[config.mk]
export PLATFORM = sky130hd
export DESIGN_NAME = vector_alu_sequencer
export DESIGN_NICKNAME = d
export VERILOG_FILES = /design/src/rtl/vector_alu_sequencer.sv
export SDC_FILE = /design/constraint.sdc
export NUM_CORES = 1
export LEC_CHECK = 0
export ABC_AREA = 1
export CORE_ASPECT_RATIO = 1.5
export CORE_MARGIN = 1
export CORE_UTILIZATION = 52
export DETAILED_ROUTE_END_ITERATION = 6
export PLACE_DENSITY = 0.86
export SETUP_SLACK_MARGIN = 0.3
export SYNTH_ARGS = -nofsm -noshare
export SYNTH_HDL_FRONTEND = slang
export SYNTH_SLANG_ARGS = --single-unit
[constraint.sdc]
create_clock -name clk -period 10 [get_ports clk]
set_clock_uncertainty 0.15 [all_clocks]
set_input_delay 2 -clock clk [delete_from_list [all_inputs] [get_ports clk]]
set_output_delay 2 -clock clk [all_outputs]
set_load 0.05 [all_outputs]
[src/rtl/vector_alu_sequencer.sv]
// Vector ALU sequencer: feeds one packed vector operation to the scalar ALU one
// lane per cycle, assembles the per-lane results and summary flags, and hands
// the result vector to write-back through a valid/ready handshake.
module vector_alu_sequencer #(
    parameter int unsigned dataSize = 8,
    parameter int unsigned LANES    = 4
) (
    input  logic                      clk,
    input  logic                      rst,
    input  logic                      start_valid,
    output logic                      start_ready,
    input  logic [2:0]                op_select,
    input  logic                      scalar_mode,
    input  logic [LANES*dataSize-1:0] vec_a,
    input  logic [LANES*dataSize-1:0] vec_b,
    output logic [2:0]                alu_op,
    output logic [dataSize-1:0]       alu_operand1,
    output logic [dataSize-1:0]       alu_operand2,
    input  logic [dataSize-1:0]       alu_result,
    input  logic                      alu_neg,
    input  logic                      alu_zero,
    output logic [LANES*dataSize-1:0] result_vec,
    output logic                      result_valid,
    input  logic                      result_ready,
    output logic                      any_neg,
    output logic                      all_zero,
    output logic                      busy
);

    localparam int unsigned VEC_W = LANES * dataSize;
    localparam int unsigned IDX_W = (LANES > 1) ? $clog2(LANES) : 1;

    typedef enum logic [1:0] {
        IDLE = 2'd0,
        RUN  = 2'd1,
        DONE = 2'd2
    } state_t;

    state_t             state;
    state_t             state_next;
    logic [IDX_W-1:0]   idx;
    logic [VEC_W-1:0]   a_q;
    logic [VEC_W-1:0]   b_q;
    logic [2:0]         op_q;
    logic               scalar_q;
    logic               accept;
    logic               result_fire;
    logic               last_lane;

    assign accept      = start_valid && start_ready;
    assign result_fire = result_valid && result_ready;
    assign last_lane   = (idx == IDX_W'(LANES - 1));

    // State register plus handshake/status flags registered from the next state.
    always_ff @(posedge clk or posedge rst) begin
        if (rst) begin
            state        <= IDLE;
            start_ready  <= 1'b1;
            busy         <= 1'b0;
            result_valid <= 1'b0;
        end else begin
            state        <= state_next;
            start_ready  <= (state_next == IDLE);
            busy         <= (state_next != IDLE);
            result_valid <= (state_next == DONE);
        end
    end

    // Next-state decode and the combinational lane select toward the ALU.
    always_comb begin
        state_next   = state;
        alu_op       = '0;
        alu_operand1 = '0;
        alu_operand2 = '0;
        case (state)
            IDLE: begin
                if (accept) begin
                    state_next = RUN;
                end
            end
            RUN: begin
                alu_op = op_q;
                for (int i = 0; i < LANES; i++) begin
                    if (idx == IDX_W'(i)) begin
                        alu_operand1 = a_q[i*dataSize +: dataSize];
                        alu_operand2 = b_q[i*dataSize +: dataSize];
                    end
                end
                if (scalar_q) begin
                    alu_operand2 = b_q[dataSize-1:0];
                end
                if (last_lane) begin
                    state_next = DONE;
                end
            end
            DONE: begin
                if (result_fire) begin
                    state_next = IDLE;
                end
            end
            default: begin
                state_next = IDLE;
            end
        endcase
    end

    // Operand latch on accept, per-lane result capture and flag accumulation.
    always_ff @(posedge clk or posedge rst) begin
        if (rst) begin
            idx        <= '0;
            a_q        <= '0;
            b_q        <= '0;
            op_q       <= '0;
            scalar_q   <= 1'b0;
            result_vec <= '0;
            any_neg    <= 1'b0;
            all_zero   <= 1'b0;
        end else begin
            case (state)
                IDLE: begin
                    if (accept) begin
                        a_q        <= vec_a;
                        b_q        <= vec_b;
                        op_q       <= op_select;
                        scalar_q   <= scalar_mode;
                        result_vec <= '0;
                        all_zero   <= 1'b1;
                        any_neg    <= 1'b0;
                        idx        <= '0;
                    end
                end
                RUN: begin
                    for (int i = 0; i < LANES; i++) begin
                        if (idx == IDX_W'(i)) begin
                            result_vec[i*dataSize +: dataSize] <= alu_result;
                        end
                    end
                    all_zero <= all_zero & alu_zero;
                    any_neg  <= any_neg | alu_neg;
                    idx      <= last_lane ? '0 : idx + IDX_W'(1);
                end
                default: begin
                end
            endcase
        end
    end

endmodule
# After elaboration in Yosys (flattened, before gate mapping)
# Index checks and enable logic that the tools add are counted.
[classes]
reduce_logical = 13
eq_ne = 11
bitwise = 2
addsub = 1
muxes = 29
[ops]
columns = ["op", "n"]
rows = [
  ["$mux 8", 15],
  ["$pmux 32 s2", 1],
  ["$mux 32", 1],
  ["$reduce_and 3->1", 4],
  ["$mux 2", 5],
  ["$ne 2x2->1 const B", 5],
  ["$eq 2x2->1 const B", 4],
  ["$logic_not 2->1", 3],
  ["$pmux 2 s3", 1],
  ["$eq 2x1->1 const B", 2],
  ["$pmux 1 s2", 2],
  ["$pmux 2 s2", 1],
  ["$reduce_and 2->1", 2],
  ["$reduce_bool 2->1", 2],
  ["$mux 3", 1],
  ["$add 2x1->2 const B", 1],
  ["$logic_and 1x1->1", 2],
  ["$mux 1", 2],
  ["$and 1x1->1", 1],
  ["$or 1x1->1", 1],
]
[totals]
wordCells = 71
output_inout_bits = 56
reg_bits = 109
input_bits = 82

# Logic depth before layout (Yosys ltp)
# Gate-level depths: netlist of run 1.
[depth]
depth_word = 7
ltp_mapped = 9
depth_no_buf = 8

# Worst setup path before layout of run 1
# OpenSTA, ideal clock, no wires.
[synth_timing]
path_type = "flip-flop to output port"
startpoint = "reg idx[1]"
endpoint = "out alu_operand2[0]"
t_arrival_ns = 2.033
required_time_ns = 7.850
path_buffers = 2
path_slack_ns = 5.817
stages_incl_launch_ff = 10
cell_sequence = "dfrtp_1 > inv_1 > ha_1 > buf_2 > inv_1 > nand2_1 > clkbuf_1 > o21ai_0 > nand2_1 > a21oi_1"
[synth_via]
elab_chain_len = 7
elab_cells_between_ends = 10
classes_between = "3 x eq/ne; 6 x mux; 1 x reduce/logical"
[synth_rtl]
columns = ["item", "line", "text"]
rows = [
  ["start, declared", "41", "logic [IDX_W-1:0] idx;"],
  ["start signal, assigned", "140", "idx <= last_lane ? '0 : idx + IDX_W'(1);"],
  ["$logic_not 2->1", "84", "if (idx == IDX_W'(i)) begin"],
  ["$mux 8 (3 in series)", "84", ""],
  ["$mux 8 *", "84", ""],
  ["$mux 8 *", "89", "if (scalar_q) begin"],
  ["$mux 8 *", "75", "case (state)"],
  ["end, declared", "18", "output logic [dataSize-1:0] alu_operand2,"],
]
# Every way passes the cells marked *; elsewhere a longest branch is shown, timed or not.

# Worst setup path in the final report of run 1
[layout_timing]
startpoint = "reg idx[0]"
endpoint = "out alu_operand2[3]"
# The elaborated chain is that of the path after synthesis.

==> impl_metrics.ini, run 1 <==
[synthesis]
synth_flop_cell = dfrtp_1
syn_avg_cell_area_sq_um = 8.63
ys_seq_area_frac = 0.562
synth_seq_cells = 109
syn_nets = 649
synth.distinct_cells = 25
syn_area_sq_um = 4860
yosysWarnings = 0
synth_edf_count = 0
synthArstFlopShare = 1.00
synth_cells = 563

[place]
post-dp-hpwl_um = 8310
gp_congestion = 0.895
portBuffers = 137

[power]
leakagePower_nw = 3.16
power.density_nw_per_um2 = 365
p_seq_frac = 0.311
power.switching_mw = 1.15
total_power_mw = 2.38
peakVddDrop_uv = 221
clock_power_share = 0.144
p_int_mw = 1.22
switching_share = 0.485
p_comb_frac = 0.545

[floorplan]
dieWidth_um = 80.9
io_pins = 138
core-area_sq_um = 8930
die-area_sq_um = 9740
die_y_um = 120
rows = 42
initial_utilization = 0.544

[final_layout]
syn_to_final_growth_pct = 34.1
layout.nets = 768
final_util = 0.729
n_antenna_cell = 0
fillCellCount = 675
drive_gt1_frac = 0.0568

[clocking]
cts_root_buffer = clkbuf_16
cts_tree = built
clock-sinks = 109
clk_latency_ns = 0.34
cts_setup_buffers = 0
cts-resized-gates = 0
path_clk_slew_ns = 0.07
cts-buffers-inserted = 9
clockBufferDepth = 2
cts-htree-levels = 3
cts_hold_buf = 0

[setup_path]
path_buf_inv = 3
cp.arrival_ns = 3.31
path_class = reg2out
critPathMaxFanout = 24
end_kind = output port
cp-start-kind = flop
cp_top_family = buffers and inverters
cpMostUsedCell = nand2_1
cpMaxStageDelayCell = ha_1
slowest_delay_ns = 0.73
path_cells = inv_1 > ha_1 > clkinv_1 > nand3_1 > nand2_1 > nand2_1 > a21oi_1 > clkdlybuf4s50_1
worst_ep_required_time_ns = 7.85

[grt]
grt_pass1_wl_um = 18900
grt_pass1_vias = 4132
track_usage = 0.254
grt_max_degree = 91
grt_antenna_before_repair = 0
grt_overflow = 0

[sta]
rsz0062_at_grt = no
fmax_mhz = 183
maxSlewHeadroom = 0.270
finalHoldViolCount = 0
setup_viol = 0
setup-tns-final_ns = 0
hold_slack_ns = 0.342
finalCritPeriodShare = 0.546
worst_slew_pin_slew_ns = 1.10
maxSlewViolCount = 0
post-route-min-period_ns = 5.46

[routing]
vias = 4238
route.detailed.drc = 0
drt_wl_total_um = 11600
viasPerCell = 5.32
wl_per_cell_um = 14.5
drt_iter0_markers = 211
dr.pass1.iters = 5
final_antenna_net_count = 0

[status]
run_status = complete, no violations

[job]
drv_cap = 0

[min_path]
hp-class = reg2reg
## path summary, 6_finish.rpt
check | cells after the start | slack [ns] | endpoint | from
min in group asynchronous | 2 | 1.95 | result_vec[19] | rst
hold / removal | 2 | 0.34 | a_q[25] | a_q[25]
setup / recovery | 8 | 4.54 | alu_operand2[3] | idx[0]
hold reg to reg | 2 | 0.34 | a_q[25] | a_q[25]
setup reg to reg | 7 | 7.29 | result_vec[21] | idx[0]
max in group asynchronous | 3 | 6.58 | a_q[11] | rst
## routing by layer
metal,track usage,vias up,part of all wire
met2,0.433,165,0.52
met1,0.321,2018,0.41
met3,0.0453,24,0.052
met4,0.0871,0,0.023
met5,0,-,0
li1,-,2031,-
## worst reg2reg max path: cells and delay by family, from the launching register on
kind                     cells  cell delay, ns
AND/OR/NAND/NOR              3            0.56
flip-flops                   1            0.41
buffers and inverters        2            0.69
AO/OA/AOI/OAI                1            0.05
adder cells (fa/ha/maj)      1            0.73
## cell families after synthesis
| kind of cell | synth area share |
|---|---|
| AO/OA/AOI/OAI | 0.187 |
| buffers and inverters | 0.0955 |
| adder cells (fa/ha/maj) | 0.0103 |
| flip-flops | 0.562 |
| AND/OR/NAND/NOR | 0.145 |
## through the flow
stage / area [sq um] / instances / setup WS, ns
after CTS: 6510 / 797 / 4.58
after detailed placement: 6220 / 781 / 4.96
final: 6510 / 797 / 4.54
after global placement: 6220 / 781 / 5.03
after floorplan: 4860 / 563 / 4.98
after global routing: 6510 / 797 / 4.30
## power by group through the flow
stage | sequential, mW | clock, mW | combinational [mW]
floorplan | 0.914 | 0 | 0.743
CTS | 0.737 | 0.346 | 1.30
detailed placement | 0.744 | 0 | 1.29
finish | 0.738 | 0.342 | 1.30
global placement | 0.735 | 0 | 1.26
global route | 0.761 | 0.367 | 1.40
## sequential cells by signal, summed over array words and instances (netlist names)
register / count
busy: 1
b_q: 32
any_neg: 1
start_ready: 1
a_q: 32
idx: 2
state: 2
op_q: 3
all_zero: 1
scalar_q: 1
result_vec: 32
result_valid: 1
## cell type report
| type | instances | area [sq um] | share of cell area |
|---|---|---|---|
| inverter | 80 | 303 | 0.0465 |
| tap | 110 | 138 | 0.0211 |
| multi-input combinational | 343 | 1670 | 0.256 |
| clock buffer | 11 | 253 | 0.0388 |
| sequential | 109 | 2730 | 0.419 |
| clock inverter | 5 | 40.0 | 0.00615 |
| timing repair buffer | 139 | 1390 | 0.213 |
## layout by cell type, fill, tap and decap left out
cell type        instances
o21ai_2                  8
o21ai_1                 17
nand2_2                  1
o21ai_0                 66
inv_6                    3
clkdlybuf4s50_1        137
dfstp_2                  1
ha_1                     4
clkinv_1                 1
nor2_4                   2
nor2_1                  40
nand2_4                  4
nand3_4                  1
a21oi_1                 73
o211ai_1                 8
nand2_1                107
clkbuf_16                9
inv_1                   76
clkinv_2                 1
clkbuf_8                 2
buf_4                    2
nor2_2                   1
inv_2                    2
inv_4                    1
clkinv_4                 1
dfrtp_1                108
nand3_1                 11
## Yosys cell counts (3+ instances only)
| master | count | share of area |
|---|---|---|
| o21ai_0 | 66 | 0.068 |
| ha_1 | 4 | 0.010 |
| nand2_1 | 107 | 0.083 |
| dfrtp_1 | 108 | 0.56 |
| buf_2 | 15 | 0.015 |
| buf_6 | 3 | 0.0070 |
| a21oi_1 | 73 | 0.075 |
| inv_1 | 77 | 0.059 |
| nand2_4 | 4 | 0.0093 |
| nand3_1 | 11 | 0.011 |
| clkbuf_1 | 9 | 0.0070 |
| o21ai_2 | 8 | 0.014 |
| o21ai_1 | 17 | 0.018 |
| o211ai_1 | 8 | 0.012 |
| nor2_1 | 40 | 0.031 |
(Power assumes the default switching activity.)
==> inputs of run 2 (changes only) <==
--- a/config.mk
+++ b/config.mk
@@ -8,9 +8,9 @@
 export ABC_AREA = 1
 export CORE_ASPECT_RATIO = 1.5
 export CORE_MARGIN = 1
-export CORE_UTILIZATION = 52
+export CORE_UTILIZATION = 43
 export DETAILED_ROUTE_END_ITERATION = 6
-export PLACE_DENSITY = 0.86
+export PLACE_DENSITY = 0.76
 export SETUP_SLACK_MARGIN = 0.3
 export SYNTH_ARGS = -nofsm -noshare
 export SYNTH_HDL_FRONTEND = slang
==> constraint.sdc (replaced) <==
create_clock -name clk -period 4.6 [get_ports clk]
set_clock_uncertainty 0.15 [all_clocks]
set_input_delay 0.92 -clock clk [delete_from_list [all_inputs] [get_ports clk]]
set_output_delay 0.92 -clock clk [all_outputs]
set_load 0.05 [all_outputs]
==> impl_metrics.ini, run 2 (synthesis results as in run 1) <==
[status]
run_status = complete, no violations

[routing]
wl_per_cell_um = 14.4
route.detailed.drc = 0
vias = 4158
dr.pass1.iters = 5
drt_wl_total_um = 12100
drt_iter0_markers = 351
viasPerCell = 4.96
final_antenna_net_count = 0

[sta]
setup_viol = 0
maxSlewViolCount = 0
fmax_mhz = 246
finalCritPeriodShare = 0.885
post-route-min-period_ns = 4.07
finalHoldViolCount = 0
maxSlewHeadroom = 0.281
setup-tns-final_ns = 0
worst_slew_pin_slew_ns = 1.08
rsz0062_at_grt = no

[clocking]
cts_hold_buf = 0
cts-htree-levels = 3
cts-resized-gates = 0
path_clk_slew_ns = 0.07
cts_root_buffer = clkbuf_16
cts_tree = built
clk_latency_ns = 0.34
cts-buffers-inserted = 9
cts_setup_buffers = 0
clock-sinks = 109
clockBufferDepth = 2

[floorplan]
rows = 47
die_y_um = 132
initial_utilization = 0.442
die-area_sq_um = 11700
dieWidth_um = 88.8
io_pins = 138
core-area_sq_um = 11000

[final_layout]
layout.nets = 772
final_cell_mix = clkdlybuf4s50_1, dfrtp_1, nand2_1, inv_1, a21oi_1
fillCellCount = 966
syn_to_final_growth_pct = 35.5
final_common_cell = clkdlybuf4s50_1
drive_gt1_frac = 0.0579
reg.largest.list = a_q x32, b_q x32, result_vec x32
n_antenna_cell = 0

[power]
power.density_nw_per_um2 = 783
total_power_mw = 5.16
leakagePower_nw = 3.17
peakVddDrop_uv = 385

[grt]
grt_pass1_wl_um = 19600
grt_overflow = 0
grt_pass1_vias = 4156
grt_antenna_before_repair = 0
track_usage = 0.218
grt_max_degree = 60

[setup_path]
cp.arrival_ns = 3.00
critPathMaxFanout = 17
worst_ep_required_time_ns = 3.53
path_class = reg2out
end_kind = output port
cp-start-kind = flop

[place]
gp_congestion = 0.876
portBuffers = 137
post-dp-hpwl_um = 8640

[job]
drv_cap = 0

[min_path]
hp-class = reg2reg
==> run 2: through the flow <==
stage                     instance area (sq um)  cells  hold WS (ns)  setup slack [ns]   util
after floorplan                            4860    563         0.303             0.658      -
after global placement                     6310    822         0.316              1.05  0.574
after detailed placement                   6310    822         0.324             0.897  0.574
after CTS                                  6580    838         0.340             0.520  0.599
after global routing                       6580    838         0.359             0.355  0.599
final                                      6580    838         0.335             0.530  0.599
==> run 2: final timing paths <==
kind                       startpoint         endpoint  slack, ns  depth (start not counted)
min in group asynchronous         rst   result_vec[19]       0.88                          2
setup / recovery               idx[1]  alu_operand2[4]       0.53                          9
hold / removal                a_q[25]          a_q[25]       0.33                          2
max in group asynchronous         rst           b_q[8]       2.67                          3
hold reg to reg               a_q[25]          a_q[25]       0.33                          2
setup reg to reg               idx[0]   result_vec[31]       2.30                          5
==> run 2: report_power, final <==
group	internal, mW	switching, mW	leakage [nW]
clock network	0.396	0.326	0.137
logic	0.888	1.93	1.71
registers	1.39	0.225	1.32
total	2.67	2.49	3.17
==> run 2: final cells by class <==
class                      count  area (sq um)  share of cell area
sequential                   109          2730               0.414
multi-input combinational    343          1670               0.253
inverter                      80           303              0.0460
clock inverter                 2          10.0             0.00152
clock buffer                  14           264              0.0401
tap                          147           184              0.0279
timing repair buffer         143          1430               0.217
==> run 2: per-layer routing <==
| metal | GRT usage | vias up | wire length (um) |
|---|---|---|---|
| li1 | - | 2039 | - |
| met3 | 0.0326 | 18 | 641 |
| met2 | 0.367 | 144 | 6160 |
| met5 | 0 | - | 0 |
| met1 | 0.271 | 1957 | 4980 |
| met4 | 0.102 | 0 | 275 |
==> run 2: worst max-delay path, stage by stage, from the launching register on <==
cell and delay, ns:
dfrtp_1 0.37, inv_1 0.08, ha_1 0.18, buf_4 0.19, inv_1 0.11, nand2_1 0.29, o21ai_0 0.30, nand2_1 0.08
a21oi_1 0.20, clkdlybuf4s50_1 0.84
